## src/rtl/topk_neighbor_select.sv

```systemverilog
// topk_neighbor_select
// Reads one node's neighbour table out of the shared data memory and keeps up to K
// neighbours. In MATCH mode it keeps the first K exact matches to the (Q, hops) key.
// In RANK mode it keeps the top K by Q, higher first, with fewer hops breaking Q ties.
// Results stay on the outputs until the next accepted start.
module topk_neighbor_select #(
  parameter int WORD_W  = 16,
  parameter int ADDR_W  = 11,
  parameter int MAX_NBR = 32,
  parameter int K       = 4,
  parameter int CNT_W   = 6
) (
  input  logic                clock,
  input  logic                nrst,
  input  logic                en,
  input  logic                start,
  input  logic                mode,
  input  logic [ADDR_W-1:0]   base_addr,
  input  logic [WORD_W-1:0]   mybestQ,
  input  logic [WORD_W-1:0]   mybestH,
  input  logic [WORD_W-1:0]   data_in,
  output logic                mem_rd,
  output logic [ADDR_W-1:0]   mem_addr,
  output logic                busy,
  output logic                done,
  output logic [CNT_W-1:0]    found,
  output logic [K*WORD_W-1:0] best_id,
  output logic [K*WORD_W-1:0] best_hop,
  output logic [K*WORD_W-1:0] best_q
);

  typedef enum logic [2:0] {
    S_IDLE, S_FETCH, S_LCNT, S_LID, S_LHOP, S_LQ, S_DONE
  } state_t;

  state_t r_state;
  state_t w_next;

  // Scan parameters, latched when a start is accepted
  logic              r_mode;
  logic [WORD_W-1:0] r_keyq;
  logic [WORD_W-1:0] r_keyh;

  // Read pointer. It always holds the address of the next word to fetch.
  logic [ADDR_W-1:0] r_addr;
  logic [CNT_W-1:0]  r_remain;

  // Neighbour currently being assembled. Its Q is taken straight from data_in in LQ.
  logic [WORD_W-1:0] r_cur_id;
  logic [WORD_W-1:0] r_cur_hop;

  // Result slots. Slot 0 is the best.
  logic [WORD_W-1:0] r_id  [K];
  logic [WORD_W-1:0] r_hop [K];
  logic [WORD_W-1:0] r_q   [K];
  logic [CNT_W-1:0]  r_found;

  // Slot contents that the candidate evaluated in LQ would produce
  logic [WORD_W-1:0] w_id_nx  [K];
  logic [WORD_W-1:0] w_hop_nx [K];
  logic [WORD_W-1:0] w_q_nx   [K];
  logic [CNT_W-1:0]  w_found_nx;
  int                w_pos;

  logic [CNT_W-1:0]  w_n;
  logic              w_last;

  // A stored count above MAX_NBR is clamped. Only the first MAX_NBR entries are scanned.
  assign w_n    = (data_in > WORD_W'(MAX_NBR)) ? CNT_W'(MAX_NBR) : data_in[CNT_W-1:0];
  assign w_last = (r_remain == CNT_W'(1));

  assign mem_addr = r_addr;
  assign found    = r_found;

  genvar g;
  generate
    for (g = 0; g < K; g++) begin : g_pack
      assign best_id [g*WORD_W +: WORD_W] = r_id[g];
      assign best_hop[g*WORD_W +: WORD_W] = r_hop[g];
      assign best_q  [g*WORD_W +: WORD_W] = r_q[g];
    end
  endgenerate

  // State register. Reset aborts any scan in progress.
  always_ff @(posedge clock or negedge nrst) begin
    if (!nrst) r_state <= S_IDLE;
    else       r_state <= w_next;
  end

  // Next state and strobes. When en is low the FSM holds and no read is issued.
  always_comb begin
    w_next = r_state;
    mem_rd = 1'b0;
    busy   = 1'b0;
    done   = 1'b0;
    case (r_state)
      S_IDLE:  if (start) w_next = S_FETCH;
      S_FETCH: begin
        busy   = 1'b1;
        mem_rd = 1'b1;
        w_next = S_LCNT;
      end
      S_LCNT: begin
        busy = 1'b1;
        if (w_n == '0) begin
          w_next = S_DONE;
        end else begin
          mem_rd = 1'b1;
          w_next = S_LID;
        end
      end
      S_LID: begin
        busy   = 1'b1;
        mem_rd = 1'b1;
        w_next = S_LHOP;
      end
      S_LHOP: begin
        busy   = 1'b1;
        mem_rd = 1'b1;
        w_next = S_LQ;
      end
      S_LQ: begin
        busy = 1'b1;
        if (w_last) begin
          w_next = S_DONE;
        end else begin
          mem_rd = 1'b1;
          w_next = S_LID;
        end
      end
      S_DONE: begin
        done   = 1'b1;
        w_next = S_IDLE;
      end
      default: w_next = S_IDLE;
    endcase
    if (!en) begin
      w_next = r_state;
      mem_rd = 1'b0;
      done   = 1'b0;
    end
  end

  // Evaluate the candidate (r_cur_id, r_cur_hop, data_in) against the current slots
  always_comb begin
    for (int i = 0; i < K; i++) begin
      w_id_nx[i]  = r_id[i];
      w_hop_nx[i] = r_hop[i];
      w_q_nx[i]   = r_q[i];
    end
    w_found_nx = r_found;
    w_pos      = K;
    if (!r_mode) begin
      // MATCH: append in table order until every slot is filled
      if (data_in == r_keyq && r_cur_hop == r_keyh && r_found < CNT_W'(K)) begin
        for (int i = 0; i < K; i++) begin
          if (CNT_W'(i) == r_found) begin
            w_id_nx[i]  = r_cur_id;
            w_hop_nx[i] = r_cur_hop;
            w_q_nx[i]   = data_in;
          end
        end
        w_found_nx = r_found + CNT_W'(1);
      end
    end else begin
      // RANK: the candidate goes into the first slot it strictly beats.
      // An empty slot counts as beaten. A full tie loses, so earlier entries stay ahead.
      for (int i = K - 1; i >= 0; i--) begin
        if (CNT_W'(i) >= r_found || data_in > r_q[i] ||
            (data_in == r_q[i] && r_cur_hop < r_hop[i]))
          w_pos = i;
      end
      for (int i = 1; i < K; i++) begin
        if (i > w_pos) begin
          w_id_nx[i]  = r_id[i-1];
          w_hop_nx[i] = r_hop[i-1];
          w_q_nx[i]   = r_q[i-1];
        end
      end
      for (int i = 0; i < K; i++) begin
        if (i == w_pos) begin
          w_id_nx[i]  = r_cur_id;
          w_hop_nx[i] = r_cur_hop;
          w_q_nx[i]   = data_in;
        end
      end
      if (w_pos < K && r_found < CNT_W'(K)) w_found_nx = r_found + CNT_W'(1);
    end
  end

  // Datapath: latch on start, advance the read pointer, capture fields, update the slots
  always_ff @(posedge clock or negedge nrst) begin
    if (!nrst) begin
      r_mode    <= 1'b0;
      r_keyq    <= '0;
      r_keyh    <= '0;
      r_addr    <= '0;
      r_remain  <= '0;
      r_cur_id  <= '0;
      r_cur_hop <= '0;
      r_found   <= '0;
      for (int i = 0; i < K; i++) begin
        r_id[i]  <= '0;
        r_hop[i] <= '0;
        r_q[i]   <= '0;
      end
    end else if (en) begin
      case (r_state)
        S_IDLE: begin
          if (start) begin
            r_mode  <= mode;
            r_keyq  <= mybestQ;
            r_keyh  <= mybestH;
            r_addr  <= base_addr;
            r_found <= '0;
            for (int i = 0; i < K; i++) begin
              r_id[i]  <= '0;
              r_hop[i] <= '0;
              r_q[i]   <= '0;
            end
          end
        end
        S_FETCH: r_addr <= r_addr + ADDR_W'(1);
        S_LCNT: begin
          r_remain <= w_n;
          if (w_n != '0) r_addr <= r_addr + ADDR_W'(1);
        end
        S_LID: begin
          r_cur_id <= data_in;
          r_addr   <= r_addr + ADDR_W'(1);
        end
        S_LHOP: begin
          r_cur_hop <= data_in;
          r_addr    <= r_addr + ADDR_W'(1);
        end
        S_LQ: begin
          r_remain <= r_remain - CNT_W'(1);
          if (!w_last) r_addr <= r_addr + ADDR_W'(1);
          r_found <= w_found_nx;
          for (int i = 0; i < K; i++) begin
            r_id[i]  <= w_id_nx[i];
            r_hop[i] <= w_hop_nx[i];
            r_q[i]   <= w_q_nx[i];
          end
        end
        default: ;
      endcase
    end
  end

endmodule
```

## config.mk

```make
export PLATFORM = sky130hd
export DESIGN_NAME = topk_neighbor_select
export DESIGN_NICKNAME = d
export VERILOG_FILES = /design/src/rtl/topk_neighbor_select.sv
export SDC_FILE = /design/constraint.sdc
export NUM_CORES = 1
export LEC_CHECK = 0
export ABC_AREA = 1
export CORE_UTILIZATION = 36
export CTS_BUF_LIST = sky130_fd_sc_hd__clkbuf_8
export DETAILED_ROUTE_END_ITERATION = 10
export PLACE_DENSITY = 0.61
export SLEW_MARGIN = 25
export SYNTH_ARGS = -nofsm -noshare
export SYNTH_HDL_FRONTEND = slang
export SYNTH_SLANG_ARGS = --single-unit
```

## constraint.sdc

```tcl
create_clock -name clock -period 4.4 [get_ports clock]
set_input_delay 0.66 -clock clock [delete_from_list [all_inputs] [get_ports clock]]
set_output_delay 0.66 -clock clock [all_outputs]
set_load 0.02 [all_outputs]
```

# Word-level counts from Yosys, hierarchy flattened

Cells that the tools add are included.

$add $sub $neg: 3
Equal/unequal tests: 32
Multiplexer cells: 70
$lt $le $gt $ge: 18
Reduce and logical (&&, ||, !) cells: 36

Operators by type and width:

| cell                                                                             | number |
|---|---|
| 16-bit two-way mux                                                               | 33 |
| 64-bit two-way mux                                                               | 7 |
| 64-bit one-hot mux with 2 select lines                                           | 3 |
| 32-bit two-way mux                                                               | 4 |
| 16-bit equality test                                                             | 6 |
| 3-bit by 32-bit equality test with 1-bit output, first input constant            | 2 |
| 16-bit greater-than comparator                                                   | 4 |
| 3-bit by 32-bit greater-than comparator with 1-bit output, first input constant  | 2 |
| 16-bit < comparator                                                              | 4 |
| 11-bit one-hot mux with 4 select lines                                           | 1 |
| 11-bit two-way mux                                                               | 3 |
| 2-bit by 32-bit equality test with 1-bit output, first input constant            | 1 |
| 2-bit by 32-bit greater-than comparator with 1-bit output, first input constant  | 1 |
| 32-bit logical NOT                                                               | 1 |
| 32-bit by 4-bit < comparator with 1-bit output, second input constant            | 1 |
| 6-bit two-way mux                                                                | 5 |
| 6-bit one-hot mux with 2 select lines                                            | 2 |
| 6-bit AND reduction                                                              | 4 |
| 3-bit inequality test, second input constant                                     | 7 |
| 3-bit one-hot mux with 6 select lines                                            | 1 |
| 16-bit by 6-bit greater-than comparator with 1-bit output, second input constant | 1 |
| 2-bit by 6-bit equality test with 1-bit output, first input constant             | 2 |
| 1-bit by 6-bit >= comparator with 1-bit output, first input constant             | 2 |
| 2-bit by 6-bit >= comparator with 1-bit output, first input constant             | 2 |
| 26 further kinds                                                                 | 60 |

Register bits: 283
Word-level logic and storage cells: 180
Output and inout bits: 212
Input bits: 64

# Longest topological paths before layout

Gate-level depths: netlist (run 1).

Depth in word-level cells: 13
Mapped depth: 24
Mapped depth without buffers: 21

# Worst setup path before layout (run 1)

No wires, ideal clock.

Path type: input -> register
From: in data_in[0]
To: reg r_q (netlist bit best_q[32])
Library setup time: 116 ps
Stages: 18
Arrival time: 2567 ps
Buffers on the path: 3
Setup slack: 1716 ps
Cells stage by stage: clkbuf_1 -> inv_1 -> ha_1 -> nand2_1 -> nor2_1 -> nand3_1 -> nor2_1 -> nand2_1 -> nand3_1 -> inv_1 -> nand3_1 -> nand2_1 -> buf_4 -> buf_2 -> nand2_1 -> nand2_1 -> nand2_1 -> nand2_1

Word-level cells in the longest chain between the ends: 12
Elaborated cells between the ends (all ways): 38
Classes of those cells: 5 x order compare; 8 x eq/ne; 10 x mux; 15 x reduce/logical

Ends and longest elaborated chain:

| item                                                                                               | line | text |
|---|---|---|
| start: declaration                                                                                 | 21   | `input logic [WORD_W-1:0] data_in,` |
| branches (longest 12 deep; another with 3-bit by 32-bit greater-than comparator with 1-bit output) | n/a  |  |
| end signal: indexed assignment                                                                     | 243  | `r_q[i] <= w_q_nx[i];` |
| end: declaration                                                                                   | 55   | `logic [WORD_W-1:0] r_q [K];` |

Parallel ways; which one is timed is not known. The select of a mux whose other input is x is not followed.
A chain may end at the register's enable or synchronous reset.

# Worst setup path in the final report (run 1)

From: in data_in[9]
To: out mem_rd

Word-level cells in the longest chain between the ends: 6

Ends and longest elaborated chain:

| item                                                      | line | text |
|---|---|---|
| 16-bit by 6-bit greater-than comparator with 1-bit output | 69   | `assign w_n = (data_in > WORD_W'(MAX_NBR)) ? CNT_W'(MAX_NBR) : data_in[CNT_W-1:0];` |
| 6-bit two-way mux                                         | 69   |  |
| 6-bit logical NOT                                         | 105  | `if (w_n == '0) begin` |
| 1-bit two-way mux                                         | 105  |  |
| 1-bit one-hot mux with 3 select lines                     | 96   | `case (r_state)` |
| 1-bit two-way mux                                         | 137  | `if (!en) begin` |
| end: declaration                                          | 22   | `output logic mem_rd,` |

No other way between the ends.

==> key figures, run 1 <==
Global route
  • First-pass GRT wire length: 92.6 mm
  • Vias in the first global route: 16300
  • Gr ovfl total: 0
  • Total GRT Usage: 0.251
  • Initial antenna violation count: 0
  • Largest net degree at the start of global routing: 113

Synthesis
  • Number of synthesized register bits: 283
  • Yosys warns: 0
  • Share of the synthesized area in the top cell type: 0.413
  • Leading area contributor after synthesis: dfrtp_1
  • Syn_nets: 2554
  • Register area share after synthesis: 0.413
  • Count of cell types in the netlist: 36
  • Syn_area_per_cell: 7.26 sq um
  • Mapped Cells: 2360
  • Synth top area cells: dfrtp_1, nand2_1, ha_1
  • Syn Std Cell Area: 17100 sq um

Route
  • Vias: 16500
  • Drt pass-1 iters: 9
  • Iteration-0 DRC count of the detailed router: 1260
  • DRT Wirelength: 59.9 mm
  • DRC: 13
  • Post-DRT Antenna Nets: 0
  • Drt via density: 5.06
  • Post-detailed-route wirelength per cell: 18.4 microns

Timing
  • Final hold violations: 0
  • Slew margin rel.: 0.326
  • Final Cycle Share: 0.902
  • Fmax: 0.252 GHz
  • Tmin final: 3.97 ns
  • Max Clock Skew: 0.0262 ns
  • Unrepaired setup endpoints after global routing: no
  • Slew Limit Fails: 0
  • Slew at the pin closest to its max-slew limit: 1.01 ns
  • Hold_ws: 0.477 ns
  • Final worst slack: 0.432 ns
  • Final setup vio count: 0
  • Sum Neg Setup Slack: 0 ns

CTS
  • Post-CTS setup buffer count: 0
  • H-tree depth: 2
  • Worst-path clk slew: 0.06 ns
  • CTS tree: yes
  • CTS root buf: clkbuf_8
  • CTS sink cnt: 283
  • Post-CTS Resized: 0
  • Clock latency on the worst-skew pair: 0.64 ns
  • Bufs on Longest Clock Path: 3
  • Total CTS buffers: 52

Finish
  • # nets final: 2811
  • Share of cells above drive strength 1: 0.0603
  • Commonest non-fill, non-tap cell in the layout: nand2_1
  • ANT cells: 0
  • Synth-to-Final Area Change: 26.2%
  • Post-route insts no fill: 3262
  • Most frequent cells in the layout: nand2_1, dfrtp_1, clkdlybuf4s50_1, inv_1, nand3_1

Critical path
  • Worst-path maximum fanout: 11
  • Critical Path AT: 3.31 ns
  • Crit path required time: 3.74 ns
  • Worst setup EP type: output pin
  • Crit path kind: primary input to output pin
  • Startpoint Class: primary input

Power and ir drop
  • Psw: 5.06 mW
  • Internal power: 6.29 mW
  • Switch share: 0.446
  • Pleak: 10.8 nW
  • Worst IR Drop VDD: 0.290 mV
  • PD cells: 525 nW/um^2
  • Sequential share of power: 0.350
  • Total Power: 11.3 mW
  • Clk network pwr share: 0.229
  • Combinational share of power: 0.421

Placement
  • DP HPWL: 42.0 mm
  • Pre-CTS WS: 0.227 ns
  • Cell Count Post-Placement: 3168
  • Port bufs: 275
  • Gpl congestion: 0.971

Floorplanning
  • FP Rows: 79
  • Die Width: 220 microns
  • Core Area: 46800 sq um
  • Die ar.: 48500 sq um
  • Chip Height: 220 microns
  • Initial Util: 0.366
  • Boundary pin count: 276

Job
  • Max-cap violation count: 0

Status
  • Failing checks: DRC
  • Status: finished, violations left

Worst hold path
  • Hold Crit Class: flip-flop to flip-flop
-- through the flow --
stage	area [sq um]	utilization
finish	21600	0.462
global route	21600	0.462
CTS	21600	0.461
detailed placement	20500	0.439
global placement	20500	0.439
floorplan	17100	-
-- state kept, by name (all words and copies together) (netlist names), 3 cells and up --
signal	flops
best_hop	64
r_cur_hop	16
r_state	3
best_id	64
r_cur_id	16
best_q	64
found	6
r_remain	6
r_keyq	16
mem_addr	11
r_keyh	16
-- final timing paths --
check,endpoint,slack [ns],cells after the start,startpoint
setup reg to reg,best_id[53]$_DFFE_PN0P_,1.15,17,best_q[31]$_DFFE_PN0P_
setup / recovery,mem_rd,0.43,9,data_in[9]
hold / removal,best_id[51]$_DFFE_PN0P_,0.48,2,best_id[51]$_DFFE_PN0P_
min in group asynchronous,best_hop[51]$_DFFE_PN0P_,0.54,2,nrst
hold reg to reg,best_id[51]$_DFFE_PN0P_,0.48,2,best_id[51]$_DFFE_PN0P_
max in group asynchronous,best_id[33]$_DFFE_PN0P_,2.66,4,nrst
-- cells by family after synthesis --
kind of cell / share of synthesized area
flip-flops: 0.413
AO/OA/AOI/OAI: 0.0803
buffers and inverters: 0.0865
XOR/XNOR: 0.0184
AND/OR/NAND/NOR: 0.307
adder cells (fa/ha/maj): 0.0949
-- routing by layer --
metal  GRT usage  vias to the layer above  wire, microns  part of all wire
li1            -                     8000              -                 -
met1       0.337                     7831          26900              0.45
met2       0.399                      564          27000              0.45
met3      0.0452                      122           3950             0.066
met4       0.103                        0           2060             0.034
met5           0                        -              0                 0
-- Yosys cell counts --
| master | instances |
|---|---|
| o21a_1 | 8 |
| nor3_2 | 1 |
| nand2_4 | 1 |
| buf_4 | 20 |
| nand2_2 | 2 |
| nor2_1 | 81 |
| buf_2 | 32 |
| nand4_1 | 9 |
| a21oi_1 | 70 |
| nor2_2 | 4 |
| nor3_1 | 12 |
| xor2_1 | 18 |
| nand3_2 | 2 |
| o31ai_1 | 2 |
| o21ai_0 | 120 |
| nor4_1 | 5 |
| buf_6 | 7 |
| ha_1 | 130 |
| nor2_4 | 2 |
| a21o_1 | 1 |
| o211ai_1 | 8 |
| o22ai_1 | 1 |
| dfrtp_1 | 283 |
| clkbuf_1 | 52 |
| a31oi_1 | 3 |
| inv_1 | 225 |
| nand3_1 | 200 |
| buf_1 | 8 |
| o21bai_1 | 3 |
| a32o_1 | 2 |
| xnor2_1 | 18 |
| a22oi_1 | 2 |
| nand2_1 | 977 |
| or2_2 | 5 |
| inv_2 | 6 |
| o21ai_1 | 40 |
-- timing repair --
action / in CTS / in global routing
endpoints found under the hold margin: 0 / 22
hold buffers: 0 / 1
endpoints found under the setup margin: 0 / 0
-- critical path, stage by stage --
cell             delay (ns)
clkdlybuf4s50_1        0.72
nor2_1                 0.21
nand2_1                0.12
inv_1                  0.10
o211ai_1               0.14
o21ai_0                0.35
nand2_1                0.12
a31oi_1                0.18
clkdlybuf4s50_1        0.70
-- cell type report --
| type | instances | area [sq um] |
|---|---|---|
| Clock buffer | 70 | 963 |
| Multi-Input combinational cell | 1727 | 8610 |
| Sequential cell | 283 | 7090 |
| Clock inverter | 22 | 100 |
| Timing Repair Buffer | 322 | 3230 |
| Fill cell | 4693 | 25100 |
| Inverter | 231 | 867 |
| Tap cell | 607 | 759 |
-- power by group through the flow --
stage | Clock, mW | Combinational [mW] | Sequential (mW)
2_1_floorplan | 0 | 2.94 | 3.90
3_3_place_gp | 0 | 4.64 | 3.99
6_report | 2.60 | 4.77 | 3.97
3_5_place_dp | 0 | 4.74 | 4.00
5_1_grt | 2.79 | 5.39 | 4.04
4_1_cts | 2.67 | 4.78 | 3.96
Note: power is estimated with default switching activity, not from simulation.
==> inputs of run 2 (changes only) <==
- CAP_MARGIN: unset -> 20
- CORE_MARGIN: unset -> 2
==> run 2 against run 1 <==
The flow now finishes without violations. Design area increased by 0.24%. Critical path depth unchanged. Worst hold slack got worse by 0.38 ns. Critical endpoint unchanged. Clock skew increased by 0.010 ns.
==> key figures, run 2 (same netlist as run 1, synthesis figures left out) <==
Status
  • Status: finished, final reports clean

Critical path
  • Crit path required time: 3.74 ns
  • Startpoint Class: primary input
  • Critical Path AT: 3.28 ns
  • Crit path from: data_in[13]
  • CP max stage delay: 0.69 ns
  • Worst-path cell with the longest stage delay: clkdlybuf4s50_1
  • Crit path kind: primary input to output pin
  • Worst r2r src: r_cur_hop[15]$_DFFE_PN0P_
  • CP bufs+invs: 2
  • Worst-path maximum fanout: 4
  • CP delay by family, top: buffers and inverters
  • Worst setup EP type: output pin
  • Crit-path cells: clkdlybuf4s50_1 > nor2_1 > nand2_1 > nor2_1 > o211ai_1 > o21ai_0 > nand2_1 > a31oi_1 > clkdlybuf4s50_1

Timing
  • Tmin final: 3.94 ns
  • Sum Neg Setup Slack: 0 ns
  • Max Clock Skew: 0.0367 ns
  • Final hold violations: 0
  • Slew margin rel.: 0.200
  • Slew at the pin closest to its max-slew limit: 1.19 ns
  • Unrepaired setup endpoints after global routing: no
  • Final Cycle Share: 0.896
  • Final setup vio count: 0
  • Fmax: 0.254 GHz
  • Slew Limit Fails: 0

Finish
  • Commonest non-fill, non-tap cell in the layout: nand2_1
  • Post-route insts no fill: 3269
  • FF+latch area: 7090 sq um
  • Most frequent cells in the layout: nand2_1, dfrtp_1, clkdlybuf4s50_1, inv_1, nand3_1
  • # nets final: 2815
  • Multi-input logic area: 8610 sq um
  • Final core utilization: 0.464
  • Synth-to-Final Area Change: 26.5%
  • # fillers: 4697
  • Share of cells above drive strength 1: 0.0598

Route
  • Post-DRT Antenna Nets: 0
  • DRC: 0
  • DRT Wirelength: 60.9 mm
  • Drt pass-1 iters: 5
  • Vias: 16500
  • Post-detailed-route wirelength per cell: 18.6 microns
  • Iteration-0 DRC count of the detailed router: 1332
  • Drt via density: 5.04

Floorplanning
  • Initial Util: 0.366
  • Chip Height: 222 microns
  • Die Width: 222 microns
  • FP Rows: 79
  • Boundary pin count: 276
  • Core Area: 46800 sq um
  • Die ar.: 49400 sq um

Placement
  • Cell Count Post-Placement: 3171
  • Port bufs: 275
  • DP HPWL: 43.2 mm
  • Gpl congestion: 0.910

CTS
  • Hold_buf cts: 0
  • Post-CTS setup buffer count: 0
  • H-tree depth: 2
  • Worst-path clk slew: 0.06 ns
  • CTS root buf: clkbuf_8
  • CTS sink cnt: 283
  • Bufs on Longest Clock Path: 3
  • Post-CTS Resized: 0
  • Total CTS buffers: 55
  • Clock latency on the worst-skew pair: 0.66 ns
  • CTS tree: yes

Global route
  • Vias in the first global route: 16200
  • Initial antenna violation count: 1
  • First-pass GRT wire length: 94.1 mm
  • Gr ovfl total: 0
  • Largest net degree at the start of global routing: 107
  • Total GRT Usage: 0.246

Worst hold path
  • Hold Crit Class: primary input to async pin

Power and ir drop
  • Worst IR Drop VDD: 0.299 mV
  • PD cells: 526 nW/um^2
  • Pleak: 10.8 nW

Job
  • Max-cap violation count: 0
==> run 2: layout make-up <==
type / count / share of cell area
multi-input cells: 1727 / 0.397
flip-flops and latches: 283 / 0.327
diodes: 1 / 0.000115
clock inverters: 26 / 0.00491
repair buffers: 323 / 0.151
clock buffers: 71 / 0.0451
well taps: 607 / 0.0350
inverters: 231 / 0.0400
==> run 2: power by group <==
| group | switching (mW) | internal (mW) | total (mW) |
|---|---|---|---|
| Sequential | 0.851 | 3.13 | 3.98 |
| Clock | 1.22 | 1.43 | 2.65 |
| Combinational | 3.03 | 1.75 | 4.78 |
| Total | 5.10 | 6.31 | 11.4 |
==> run 2: layer usage <==
metal	up-vias	wire length, microns	track usage
li1	8011	-	-
met1	7765	27400	0.335
met2	576	27600	0.394
met3	111	3940	0.0378
met4	0	2000	0.0959
met5	-	0	0
==> run 2: worst reg2reg max path, cell delays in order, from the launching register on <==
cell and delay, ns:
dfrtp_1 0.57, ha_1 0.41, nand2_1 0.09, nor4_1 1.01, nand2_1 0.13, nand4_1 0.11
nand2_1 0.06, nor2_1 0.12, nand2_1 0.08, nand2_2 0.13, buf_4 0.51, nand2_1 0.15
nand2_1 0.10
==> run 2: worst paths after layout <==
| path | to | slack [ns] | cells past startpoint |
|---|---|---|---|
| max | mem_rd | 0.46 | 9 |
| max in group asynchronous | best_id[57]$_DFFE_PN0P_ | 3.40 | 2 |
| min | best_hop[52]$_DFFE_PN0P_ | 0.10 | 1 |
| min in group clock | best_id[60]$_DFFE_PN0P_ | 0.47 | 2 |
| min reg2reg | best_id[60]$_DFFE_PN0P_ | 0.47 | 2 |
| max reg2reg | best_hop[52]$_DFFE_PN0P_ | 0.88 | 12 |
==> run 2: per-stage QoR <==
stage / area, sq um / power (mW) / hold slack [ns] / setup slack, ns
floorplan: 17100 / 6.84 / 0.364 / 1.72
global placement: 20600 / 8.64 / 0.468 / 0.444
detailed placement: 20600 / 8.78 / 0.467 / 0.408
CTS: 21700 / 11.5 / 0.105 / 0.502
global route: 21700 / 12.3 / 0.154 / 0.364
finish: 21700 / 11.4 / 0.100 / 0.457
